$ cat config.mk
export PLATFORM = sky130hd
export DESIGN_NAME = fetch_ctrl
export DESIGN_NICKNAME = d
export VERILOG_FILES = /design/src/rtl/fetch_ctrl.sv
export SDC_FILE = /design/constraint.sdc
export NUM_CORES = 1
export LEC_CHECK = 0
export BUFFER_PORTS_ARGS = -buffer_cell sky130_fd_sc_hd__buf_2
export CAP_MARGIN = 20
export CORE_ASPECT_RATIO = 0.75
export CORE_MARGIN = 2
export CORE_UTILIZATION = 30
export CTS_CLUSTER_DIAMETER = 120
export DETAILED_ROUTE_END_ITERATION = 12
export GPL_TIMING_DRIVEN = 0
export RECOVER_POWER = 25
export SETUP_SLACK_MARGIN = 0.2
export SLEW_MARGIN = 15
export SYNTH_ARGS = -nofsm -noshare
export SYNTH_HDL_FRONTEND = slang
export SYNTH_SLANG_ARGS = --single-unit
$ cat constraint.sdc
create_clock -name clk -period 2.8 [get_ports clk]
set_input_delay 0.56 -clock clk [delete_from_list [all_inputs] [get_ports clk]]
set_output_delay 0.56 -clock clk [all_outputs]
set_load 0.02 [all_outputs]
$ cat src/rtl/fetch_ctrl.sv
// Instruction-fetch sequencer: owns the PC, drives the imem req/ack handshake and
// presents one instruction at a time to decode, with stall, redirect, HALT and timeout.
module fetch_ctrl #(
  parameter logic [31:0] RESET_PC    = 32'h0000_0000,
  parameter int unsigned TIMEOUT     = 16,
  parameter logic [6:0]  HALT_OPCODE = 7'b1111111
) (
  input  logic        clk,
  input  logic        reset,
  input  logic        stall,
  input  logic        redirect_valid,
  input  logic [31:0] redirect_addr,
  output logic        imem_req,
  output logic [31:0] imem_addr,
  input  logic        imem_ack,
  input  logic [31:0] imem_data,
  output logic        inst_valid,
  output logic [31:0] inst_out,
  output logic [31:0] inst_pc,
  output logic [31:0] pc_out,
  output logic        pc_we,
  output logic        halted,
  output logic        fetch_err
);

  typedef enum logic [1:0] {StIdle, StFetch, StHold, StHalted} state_e;

  localparam logic [7:0] TimerMax = 8'(TIMEOUT - 1);

  state_e      state_q, state_d;
  logic [31:0] pc_q, pc_d;
  logic        req_q, req_d;
  logic [31:0] addr_q, addr_d;
  logic        valid_q, valid_d;
  logic [31:0] inst_q, inst_d;
  logic [31:0] inst_pc_q, inst_pc_d;
  logic        pc_we_q, pc_we_d;
  logic        halted_q, halted_d;
  logic        err_q, err_d;
  logic        discard_q, discard_d;
  logic [7:0]  timer_q, timer_d;
  logic        slot_free;

  // The output slot can take new data if it is empty or decode takes it this cycle.
  assign slot_free = !valid_q || !stall;

  always_comb begin
    state_d   = state_q;
    pc_d      = pc_q;
    req_d     = req_q;
    addr_d    = addr_q;
    valid_d   = valid_q && stall;
    inst_d    = inst_q;
    inst_pc_d = inst_pc_q;
    pc_we_d   = 1'b0;
    halted_d  = halted_q;
    err_d     = err_q;
    discard_d = discard_q;
    timer_d   = timer_q;

    if (redirect_valid && !(state_q == StHalted && err_q)) begin
      pc_d     = {redirect_addr[31:2], 2'b00};
      pc_we_d  = 1'b1;
      valid_d  = 1'b0;
      timer_d  = '0;
      halted_d = 1'b0;
      state_d  = StFetch;
      // An outstanding request must complete before the new address may be issued.
      if (req_q && !imem_ack) begin
        discard_d = 1'b1;
      end else begin
        discard_d = 1'b0;
        req_d     = 1'b1;
        addr_d    = {redirect_addr[31:2], 2'b00};
      end
    end else begin
      unique case (state_q)
        StIdle: begin
          state_d = StFetch;
          req_d   = 1'b1;
          addr_d  = pc_q;
        end
        StFetch: begin
          if (!req_q) begin
            req_d   = 1'b1;
            addr_d  = pc_q;
            timer_d = '0;
          end else if (!imem_ack) begin
            if (timer_q == TimerMax) begin
              err_d     = 1'b1;
              halted_d  = 1'b1;
              req_d     = 1'b0;
              discard_d = 1'b0;
              state_d   = StHalted;
            end else begin
              timer_d = timer_q + 8'd1;
            end
          end else if (discard_q) begin
            discard_d = 1'b0;
            timer_d   = '0;
            addr_d    = pc_q;
          end else if (slot_free) begin
            valid_d   = 1'b1;
            inst_d    = imem_data;
            inst_pc_d = addr_q;
            pc_d      = pc_q + 32'd4;
            pc_we_d   = 1'b1;
            timer_d   = '0;
            if (imem_data[31:25] == HALT_OPCODE) begin
              state_d  = StHalted;
              halted_d = 1'b1;
              req_d    = 1'b0;
            end else begin
              addr_d = pc_q + 32'd4;
            end
          end else begin
            // Slot still stalled: drop the word, park, and refetch the same pc later.
            timer_d = '0;
            req_d   = 1'b0;
            state_d = StHold;
          end
        end
        StHold: begin
          if (!stall) begin
            state_d = StFetch;
            req_d   = 1'b1;
            addr_d  = pc_q;
          end
        end
        StHalted: req_d = 1'b0;
        default:  state_d = StIdle;
      endcase
    end
  end

  always_ff @(posedge clk or negedge reset) begin
    if (!reset) begin
      state_q   <= StIdle;
      pc_q      <= RESET_PC;
      req_q     <= 1'b0;
      addr_q    <= RESET_PC;
      valid_q   <= 1'b0;
      inst_q    <= '0;
      inst_pc_q <= '0;
      pc_we_q   <= 1'b0;
      halted_q  <= 1'b0;
      err_q     <= 1'b0;
      discard_q <= 1'b0;
      timer_q   <= '0;
    end else begin
      state_q   <= state_d;
      pc_q      <= pc_d;
      req_q     <= req_d;
      addr_q    <= addr_d;
      valid_q   <= valid_d;
      inst_q    <= inst_d;
      inst_pc_q <= inst_pc_d;
      pc_we_q   <= pc_we_d;
      halted_q  <= halted_d;
      err_q     <= err_d;
      discard_q <= discard_d;
      timer_q   <= timer_d;
    end
  end

  assign imem_req   = req_q;
  assign imem_addr  = addr_q;
  assign inst_valid = valid_q;
  assign inst_out   = inst_q;
  assign inst_pc    = inst_pc_q;
  assign pc_out     = pc_q;
  assign pc_we      = pc_we_q;
  assign halted     = halted_q;
  assign fetch_err  = err_q;

endmodule

### Word level (Yosys, flattened, before mapping)

Index checks and enable logic that the tools add are counted.

* register bits after elaboration: 144
* input bits: 69
* word-level logic and storage cells: 126

* add/subtract/negate cells: 2
* reductions and logical operators: 25
* equal/unequal tests: 19
* mux-type cells: 65
* bitwise gates (word level): 3

Operator list (number)
* $mux 32: 14
* $pmux 32 s3: 1
* $mux 8: 5
* $mux 1: 35
* $add 32x3->32 const B: 1
* $reduce_and 6->1: 4
* $mux 2: 8
* $ne 4x4->1 const B: 4
* $ne 5x5->1 const B: 3
* $reduce_and 5->1: 2
* $add 8x1->8 const B: 1
* $eq 8x4->1 const B: 1
* $reduce_bool 2->1: 4
* $eq 7x7->1 const B: 1
* $ne 3x1->1 const B: 2
* $ne 3x3->1 const B: 2
* $pmux 2 s3: 1
* $eq 2x2->1 const B: 2
* $logic_and 1x1->1: 4
* $logic_not 1->1: 4
* $pmux 1 s4: 1
* $reduce_and 2->1: 2
* $reduce_bool 4->1: 1
* $ne 3x2->1 const B: 1
* other kinds (8): 10

### Longest topological paths before layout

Gate-level depths: netlist (run 1).

* depth in word-level cells: 8
* mapped depth: 9
* depth with buffers taken out: 6

### Worst setup path before layout (run 1)

Ideal clock, no wire load.

* path kind: register to register
* start: register pc_q[2], in the netlist pc_out[2]
* end: register pc_q[26], in the netlist pc_out[26]
* slack: 0.285 ns
* period minus slack after synthesis: 2.515 ns
* buffers on the path: 2
* library setup time: 0.069 ns
* arrival time: 2.446 ns
* cell stages (with the launch flop): 9
* required time: 2.731 ns
* path through: dfrtp_1 ha_1 and4_1 clkbuf_2 nand3_1 or4_1 buf_2 or4_1 nand3_1

* word-level cells in the longest chain between the ends: 7

RTL lines
* start: declaration: RTL line 31 `logic [31:0] pc_q, pc_d;`
* start signal: assignment: RTL line 152 `pc_q <= pc_d;`
* $add 32x3->32: RTL line 106 `pc_d = pc_q + 32'd4;`
* $mux 32: RTL line 102 `end else if (slot_free) begin`
* $mux 32: RTL line 98 `end else if (discard_q) begin`
* $mux 32: RTL line 88 `end else if (!imem_ack) begin`
* $mux 32: RTL line 84 `if (!req_q) begin`
* $mux 32: RTL line 77 `unique case (state_q)`
* $mux 32: RTL line 61 `if (redirect_valid && !(state_q == StHalted && err_q)) begin`

Every way passes these cells. The select of a mux whose other input is x is not followed.
A chain may end at the register's enable or synchronous reset.

### Worst setup path in the final report (run 1)

* start: register pc_q[7], in the netlist pc_out[7]
* end: register pc_q[26], in the netlist pc_out[26]

Same word-level chain as after synthesis.

==> results of run 1 <==
[path summary, 6_finish.rpt]
| path | to | from | slack (ns) | cells past startpoint |
|---|---|---|---|---|
| setup / recovery | pc_out[26] | pc_out[7] | 0.27 | 8 |
| hold / removal | inst_out[14] | imem_data[14] | 0.36 | 2 |
| setup reg to reg | pc_out[26] | pc_out[7] | 0.27 | 8 |
| hold reg to reg | inst_pc[21] | inst_pc[21] | 0.50 | 1 |
| max in group asynchronous | pc_out[19] | reset | 0.84 | 1 |
| min in group asynchronous | inst_out[0] | reset | 0.64 | 1 |
[through the flow]
| stage | setup TNS [ns] | hold slack, ns | total power, mW |
|---|---|---|---|
| 2_1_floorplan | 0 | 0.264 | 3.91 |
| 3_3_place_gp | -166.03 | 0.474 | 4.64 |
| 3_5_place_dp | -21.01 | 0.487 | 4.68 |
| 4_1_cts | 0 | 0.107 | 6.93 |
| 5_1_grt | 0 | 0.343 | 7.23 |
| 6_report | 0 | 0.361 | 6.87 |
[sequential cells by signal (all words and copies together) (netlist names)]
signal	cells
halted	1
inst_valid	1
imem_addr	31
state_q	2
fetch_err	1
pc_out	30
inst_out	32
timer_q	8
pc_we	1
discard_q	1
inst_pc	31
imem_req	1
[timing repair]
action / 4_1_cts / 5_1_grt
hold buffers: 0 / 0
buffers inserted: 0 / 6
setup endpoints to repair: 95 / 107
pin swaps: 0 / 1
gates resized for setup: 13 / 35
[power groups by stage]
stage               combinational, mW  clock (mW)  sequential [mW]
floorplan                       0.673           0             3.24
global placement                 1.91           0             2.73
detailed placement               1.93           0             2.75
CTS                              1.94        2.27             2.72
global route                     2.09        2.36             2.78
finish                           1.94        2.21             2.72
[cell type report]
| cell class | count | area share (%) |
|---|---|---|
| multi-input combinational | 484 | 36.0 |
| inverter | 8 | 0.332 |
| tap | 300 | 4.15 |
| antenna | 1 | 0.0277 |
| clock buffer | 20 | 5.05 |
| buffer | 50 | 2.72 |
| clock inverter | 12 | 1.27 |
| timing repair buffer | 204 | 11.7 |
| sequential | 140 | 38.8 |
[cells in the mapped netlist, drive strengths merged (8+ instances only)]
| library cell | n | area (µm²) |
|---|---|---|
| o211ai | 10 | 75.1 |
| a21o | 8 | 60.1 |
| o31ai | 8 | 60.1 |
| and3 | 8 | 50.1 |
| nand4 | 18 | 113 |
| inv | 8 | 30.0 |
| a41oi | 9 | 78.8 |
| o21ai | 20 | 100 |
| a21oi | 27 | 135 |
| nand3 | 29 | 150 |
| buf | 12 | 68.8 |
| a31oi | 8 | 50.1 |
| clkbuf | 38 | 145 |
| nor2 | 64 | 240 |
| mux2 | 63 | 709 |
| dfrtp | 140 | 3500 |
| xnor2 | 24 | 210 |
| or3 | 9 | 56.3 |
| nor4 | 9 | 62.6 |
| nor3 | 19 | 95.1 |
| nand2 | 63 | 236 |
| or4 | 12 | 90.1 |
| xor2 | 9 | 78.8 |
[routing by layer]
| metal | part of all wire, % | up-vias | track usage (%) | wire length [µm] |
|---|---|---|---|---|
| met1 | 47 | 3051 | 26.1 | 10300 |
| met5 | 0.072 | - | 0 | 16 |
| li1 | - | 2932 | - | - |
| met2 | 43 | 277 | 27.4 | 9530 |
| met3 | 9.6 | 18 | 6.00 | 2130 |
| met4 | 0.80 | 2 | 4.20 | 177 |
[critical path, stage by stage (launching register included)]
cell      delay, ns
dfrtp_1        0.34
clkbuf_4       0.19
nand3_2        0.15
or3_1          0.37
buf_2          0.19
or4_1          0.42
buf_2          0.20
or4_1          0.48
nand3_1        0.11
[cell families (layout without fill, tap and decap cells)]
| kind of cell | Yosys count | count (layout) |
|---|---|---|
| XOR/XNOR | 33 | 33 |
| buffers and inverters | 58 | 294 |
| adder cells (fa/ha/maj) | 2 | 2 |
| AO/OA/AOI/OAI | 121 | 121 |
| flip-flops | 140 | 140 |
| multiplexers | 69 | 69 |
| other | 1 | 3 |
| AND/OR/NAND/NOR | 257 | 257 |
==> reports/results.ini, run 1 <==
[die]
die_x_um=180
fp.dieH_um=136
dieArea_um2=24400
core_area_um2=22900
start_util_pct=30.4
io_pins=202
rows=48

[power]
p_switching_mw=2.40
power.internal_mw=4.47
pwr-share-comb_pct=28.3
ir_drop_uv=376
power_frac_clock_pct=32.1
swShare_pct=34.9
p_leak_nw=3.96
power.share.sequential_pct=39.6
powerDensity_nw_per_um2=759

[clock_network]
htreeDepth=4
cts_tree=done
clock_path_buffers=2
cts-buffers-inserted=17
root_buffer=clkbuf_16
cts.reportedPaths.clkPinSlew_ns=0.06
clk_latency_ns=0.43
clock_sinks=140

[route]
vias_per_cell=5.15
firstDrtPassIters=5
wl_per_cell_um=18.2
drc_errors=0
wirelength_um=22200
vias=6280
ant_nets=0
drt_iter0_drc=470

[final_layout]
layout_commonest_cell=buf_2
multi_input_comb_area_um2=3260
fin_util_pct=39.5
fin_area_um2=9050
stdcell_count=1219
nets=976
drive_gt1_share_pct=38.3
fill_cells=2301
ff_latch_area_um2=3510
syn2layout_area_growth_pct=30.1
layout_common_cells=200 x buf_2, 137 x dfrtp_1, 64 x nor2_1

[synth]
synth_top_family_by_area=simple AND/OR/NAND/NOR gates
synth_edf_count=0
synth.area.mux_share_pct=11.1
synth.cell_area_um2=6960
synthAdderAreaFrac_pct=0.360
synth_compound_area_share_pct=11.9
ys.flop_type=dfrtp_1
yosys_warnings=0
synth.distinct_cells=58
async_reset_ff_share_pct=100
syn_area_per_cell_um2=10.2
synthSimpleGateAreaFrac_pct=18.6
synth_seq_cells=140
synth_cells=681
yosysSeqAreaShare_pct=50.4
synth_xor_area_share_pct=4.16

[place]
post-place-ws_ns=-0.444
dpl_cell_area_um2=8360
numPortBuffers=196
gp_congestion=0.890
dpl.cell_count=1180
place_hpwl_um=16300

[sta]
fin_crit_ns=2.53
maxSlewViolCount=73
rsz0062_at_grt=yes
final.setup_skew_ns=0.00904
period_share_pct=90.2
setup_viol=0
fmax_ghz=0.396
setup_slack_ns=0.274
slew_headroom_pct=-29.3
worst_slew_pin_slew_ns=1.94
hold_violations=0

[job]
drv_cap=1

[run_status]
violations=max-capacitance violations, max-slew violations
status=finished with violations

[worst_setup_path]
worst_ep_arrival_time_ns=2.89
crit_required_ns=3.16
startpoint_type=flop
path_class=flop to flop
cp_max_fo=9
crit_path_end_kind=flop

[global_route]
grt_use_total_pct=18.4
grt_overflow=0
grt_pass1_wl_um=34700
antenna_found_initial=2
grt_max_degree=74
grt_pass1_vias=5985

[worst_hold_path]
hp-class=primary input to flop

Note: power is estimated with default switching activity, not from simulation.
==> run 2, diff against run 1 <==
Settings changed: CTS_BUF_LIST set to sky130_fd_sc_hd__clkbuf_8 sky130_fd_sc_hd__clkbuf_16.
==> reports/results.ini, run 2 (synthesized netlist as in run 1, its figures left out) <==
[run_status]
status=finished with violations  ; unchanged
violations=max-capacitance violations, max-slew violations  ; unchanged

[sta]
hold_violations=0  ; unchanged
period_share_pct=90.2  ; about the same
maxSlewViolCount=73  ; unchanged
slew_headroom_pct=-29.4  ; was -29.3%
worst_slew_pin_slew_ns=1.94  ; about the same
rsz0062_at_grt=yes  ; unchanged
fin_crit_ns=2.53  ; about the same
fmax_ghz=0.396  ; about the same
setup_viol=0  ; unchanged
final.setup_skew_ns=0.00904  ; about the same
setup_tns_ns=0  ; unchanged

[power]
power_mw=6.86  ; was 6.87 mW
p_switching_mw=2.40  ; about the same
p_leak_nw=3.96  ; about the same
power.internal_mw=4.47  ; about the same
pwr-share-comb_pct=28.3  ; about the same
power.share.sequential_pct=39.6  ; about the same
power_frac_clock_pct=32.1  ; about the same
swShare_pct=34.9  ; about the same
ir_drop_uv=376  ; unchanged
powerDensity_nw_per_um2=759  ; about the same

[worst_setup_path]
r2r-end=pc_out[26]  ; unchanged
crit_path_start=pc_out[7]  ; unchanged
worst_ep_arrival_time_ns=2.89  ; about the same
path_class=flop to flop  ; unchanged
slowest_delay_ns=0.48  ; about the same
crit_path_end_kind=flop  ; unchanged
cp_slowest_cell=or4_1  ; unchanged
startpoint_type=flop  ; unchanged
crit_required_ns=3.16  ; about the same
critPathCapture=pc_out[26]  ; unchanged
cpLargestDelayFamily=simple AND/OR/NAND/NOR gates  ; unchanged
cp_max_fo=9  ; unchanged
r2r_setup_slack_ns=0.27  ; about the same
worst-path-stages=8  ; unchanged
reg2reg_depth=8  ; unchanged
r2r-start=pc_out[7]  ; unchanged
critPathBufInv=3  ; unchanged
crit_chain=clkbuf_4 > nand3_2 > or3_1 > buf_2 > or4_1 > buf_2 > or4_1 > nand3_1  ; unchanged

[worst_hold_path]
hp-class=primary input to flop  ; unchanged

[global_route]
grt_max_degree=74  ; unchanged
grt_pass1_vias=5985  ; unchanged
antenna_found_initial=2  ; unchanged
grt_pass1_wl_um=34700  ; unchanged
grt_overflow=0  ; unchanged
grt_use_total_pct=18.4  ; unchanged

[clock_network]
htreeDepth=4  ; unchanged
cts.reportedPaths.clkPinSlew_ns=0.06  ; about the same
root_buffer=clkbuf_16  ; unchanged
clock_sinks=140  ; unchanged
cts_tree=done  ; unchanged
postCtsHoldBufs=0  ; unchanged
cts-buffers-inserted=17  ; unchanged
clk_latency_ns=0.43  ; about the same
clock_path_buffers=2  ; unchanged

[place]
place_hpwl_um=16300  ; unchanged
numPortBuffers=196  ; unchanged
gp_congestion=0.890  ; unchanged

[final_layout]
drive_gt1_share_pct=38.3  ; unchanged
nets=976  ; unchanged
largest_reg_flops=32  ; unchanged
syn2layout_area_growth_pct=30.1  ; unchanged
layout_common_cells=200 x buf_2, 137 x dfrtp_1, 64 x nor2_1  ; unchanged
fill_cells=2301  ; unchanged
layout_commonest_cell=buf_2  ; unchanged

[route]
firstDrtPassIters=5  ; unchanged
wl_per_cell_um=18.2  ; about the same
ant_nets=0  ; unchanged
drt_iter0_drc=470  ; unchanged
vias=6281  ; was 6280
drc_errors=0  ; unchanged
vias_per_cell=5.15  ; about the same
wirelength_um=22200  ; about the same

[die]
core_area_um2=22900  ; unchanged
die_x_um=180  ; unchanged
fp.dieH_um=136  ; unchanged
io_pins=202  ; unchanged
start_util_pct=30.4  ; unchanged
rows=48  ; unchanged
dieArea_um2=24400  ; unchanged

[job]
drv_cap=1  ; unchanged

## run 2: changes by cell type in the layout (fill, tap and decap cells not counted)
cell | before | now
clkbuf_1 | 17 | 16
inv_1 | 8 | 9
## run 2: layer usage
layer  global-route usage [%]  part of all wire [%]  wire length, µm  vias up
met5                        0                 0.072               16        -
met4                     4.20                  0.80              177        2
met3                     6.00                   9.6             2130       18
met2                     27.4                    43             9540      277
met1                     26.1                    47            10300     3052
li1                         -                     -                -     2932
## run 2: area by class of cell
class / instances / area, µm² / share of cell area [%]
flip-flops and latches: 140 / 3510 / 38.8
multi-input cells: 484 / 3260 / 36.0
repair buffers: 204 / 1060 / 11.7
clock buffers: 19 / 453 / 5.01
well taps: 300 / 375 / 4.15
plain buffers: 50 / 246 / 2.72
clock inverters: 13 / 119 / 1.31
inverters: 8 / 30.0 / 0.332
diodes: 1 / 2.50 / 0.0277
## run 2: power by group through the flow
stage	Clock [mW]	Combinational (mW)	Sequential, mW
after floorplan	0	0.673	3.24
after global placement	0	1.91	2.73
after detailed placement	0	1.93	2.75
after CTS	2.26	1.94	2.72
after global routing	2.35	2.09	2.78
final	2.20	1.94	2.72
## run 2: how the worst min path moves through the flow
| stage | startpoint | end | cells after the start |
|---|---|---|---|
| finish | imem_data[14] | inst_out[14] | 2 |
| global route | imem_data[22] | inst_out[22] | 2 |
| CTS | reset | inst_out[0] | 1 |
| detailed placement | inst_pc[7] | inst_pc[7] | 1 |
| global placement | halted | halted | 1 |
| floorplan | reset | discard_q | 0 |
## run 2: repair_timing
| action | in CTS | in global routing |
|---|---|---|
| gates cloned | 0 | 0 |
| setup endpoints to repair | 95 | 107 |
| gates resized for setup | 13 | 35 |
| hold endpoints to repair | 0 | 0 |
| buffers inserted | 0 | 6 |
| pin swaps | 0 | 1 |
## run 2: per-stage QoR
stage	setup slack, ns	hold slack (ns)	utilization [%]	cells	cell area, µm²
5_1_grt	0.0435	0.343	39.5	1218	9050
3_5_place_dp	-0.444	0.487	36.5	1180	8360
2_1_floorplan	0.285	0.264	-	682	6960
6_report	0.273	0.361	39.5	1219	9050
4_1_cts	0.203	0.107	39.1	1212	8960
3_3_place_gp	-1.02	0.474	36.3	1178	8320
==> run 3, diff against run 2 <==
Settings changed: CORE_UTILIZATION 30 to 35.
==> reports/results.ini, run 3 (synthesized netlist as in run 1, its figures left out) <==
[sta]
fin_hold_ws_ns=0.362  ; was 0.361 ns
setup_viol=0  ; unchanged
fin_crit_ns=2.53  ; about the same
final.setup_skew_ns=0.00635  ; was 0.00904 ns
fmax_ghz=0.395  ; was 0.396 GHz
maxSlewViolCount=77  ; was 73
setup_slack_ns=0.266  ; was 0.273 ns
hold_violations=0  ; unchanged
rsz0062_at_grt=yes  ; unchanged
period_share_pct=90.5  ; was 90.2%
worst_slew_pin_slew_ns=2.01  ; was 1.94 ns
slew_headroom_pct=-33.8  ; was -29.4%

[place]
dpl.cell_count=1132  ; was 1180
place_hpwl_um=15700  ; was 16300 µm
numPortBuffers=196  ; unchanged
post-place-ws_ns=-0.331  ; was -0.444 ns
gp_congestion=0.876  ; was 0.890

[job]
drv_cap=1  ; unchanged

[die]
start_util_pct=35.8  ; was 30.4%
core_area_um2=19400  ; was 22900 µm²
fp.dieH_um=126  ; was 136 µm
rows=44  ; was 48
io_pins=202  ; unchanged
die_x_um=167  ; was 180 µm
dieArea_um2=21000  ; was 24400 µm²

[final_layout]
nets=977  ; was 976
drive_gt1_share_pct=38.1  ; was 38.3%
layout_commonest_cell=buf_2  ; unchanged
syn2layout_area_growth_pct=30.1  ; about the same
fin_util_pct=46.6  ; was 39.5%
layout_common_cells=200 x buf_2, 139 x dfrtp_1, 64 x nor2_1  ; was 200 x buf_2, 137 x dfrtp_1, 64 x nor2_1
largest_reg_flops=32  ; unchanged
antenna-diode-count=0  ; was 1
fill_cells=1865  ; was 2301
stdcell_count=1172  ; was 1219

[clock_network]
clk_latency_ns=0.43  ; about the same
cts_tree=done  ; unchanged
clock_sinks=140  ; unchanged
root_buffer=clkbuf_16  ; unchanged
cts.reportedPaths.clkPinSlew_ns=0.06  ; about the same
htreeDepth=4  ; unchanged
cts-buffers-inserted=17  ; unchanged
postCtsHoldBufs=0  ; unchanged
clock_path_buffers=2  ; unchanged

[worst_hold_path]
hp-class=primary input to flop  ; unchanged

[worst_setup_path]
crit_required_ns=3.14  ; was 3.16 ns
startpoint_type=flop  ; unchanged
slowest_delay_ns=0.62  ; was 0.48 ns
cp_max_fo=10  ; was 9
crit_chain=clkbuf_1 > nor2b_1 > nand3_1 > nor2_1 > or4b_2 > a31oi_1  ; was clkbuf_4 > nand3_2 > or3_1 > buf_2 > or4_1 > buf_2 > or4_1 > nand3_1
crit_path_end_kind=flop  ; unchanged
path_class=flop to flop  ; unchanged
cp_slowest_cell=or4b_2  ; was or4_1
worst_ep_arrival_time_ns=2.88  ; was 2.89 ns

[route]
met3_length_um=1890  ; was 2130 µm
routed.top_layer=met5  ; unchanged
firstDrtPassIters=5  ; unchanged
ant_nets=0  ; unchanged
drt_iter0_drc=579  ; was 470
vias_per_cell=5.33  ; was 5.15
wl_per_cell_um=18.5  ; was 18.2 µm
wl_met2_um=9250  ; was 9540 µm
vias=6244  ; was 6281
drt-met1-wl_um=10200  ; was 10300 µm
drc_errors=0  ; unchanged
wirelength_um=21700  ; was 22200 µm

[global_route]
grt_overflow=0  ; unchanged
grt_max_degree=78  ; was 74
grt_use_total_pct=20.8  ; was 18.4%
grt_pass1_vias=6107  ; was 5985
grt_pass1_wl_um=34200  ; was 34700 µm
antenna_found_initial=2  ; unchanged

[power]
ir_drop_uv=468  ; was 376 µV
power_mw=7.01  ; was 6.86 mW
powerDensity_nw_per_um2=775  ; was 759 nW/µm²
p_leak_nw=4.01  ; was 3.96 nW

[run_status]
status=finished with violations  ; unchanged
violations=max-capacitance violations, max-slew violations  ; unchanged

[run 3: area by class of cell]
cell class	count	area [µm²]	share of cell area, %
tap	253	317	3.50
clock inverter	12	146	1.62
timing repair buffer	205	1070	11.8
clock buffer	20	467	5.16
buffer	50	244	2.70
multi-input combinational	484	3270	36.2
sequential	140	3500	38.7
inverter	8	30.0	0.332
[run 3: per-stage QoR]
| stage | cell area [µm²] | TNS, ns |
|---|---|---|
| CTS | 8950 | 0 |
| floorplan | 6960 | 0 |
| global route | 9050 | 0 |
| finish | 9050 | 0 |
| detailed placement | 8290 | -18.04 |
| global placement | 8260 | -153.40 |
[run 3: timing repair]
item | 4_1_cts | 5_1_grt
endpoints found under the setup margin | 100 | 73
pin swaps | 0 | 1
buffers inserted | 1 | 7
resized for setup | 13 | 34
[run 3: worst max-delay path, delay by kind of cell (launching register included)]
| family | cells | cell delay [ns] |
|---|---|---|
| DFF | 1 | 0.38 |
| AOI/OAI and AO/OA | 1 | 0.20 |
| buffers and inverters | 1 | 0.35 |
| and+or+nand+nor | 4 | 1.52 |
[run 3: final timing paths]
check | from | to | slack (ns) | depth (start not counted)
setup reg to reg | imem_req | imem_addr[25] | 0.27 | 6
hold / removal | imem_data[15] | inst_out[15] | 0.36 | 2
min in group asynchronous | reset | inst_pc[13] | 0.71 | 1
setup / recovery | imem_req | imem_addr[25] | 0.27 | 6
hold reg to reg | inst_pc[20] | inst_pc[20] | 0.50 | 1
max in group asynchronous | reset | imem_addr[1] | 0.91 | 1
[run 3: where the power goes]
group	switching, mW	internal [mW]	leakage (nW)
Sequential	0.270	2.44	1.66
Clock	0.885	1.46	0.308
Combinational	1.20	0.752	2.04
[run 3: metal layers]
| layer | GRT usage (%) | vias up |
|---|---|---|
| met5 | 0 | - |
| met2 | 30.1 | 268 |
| met1 | 30.4 | 3010 |
| met4 | 6.49 | 4 |
| met3 | 5.37 | 30 |
| li1 | - | 2932 |
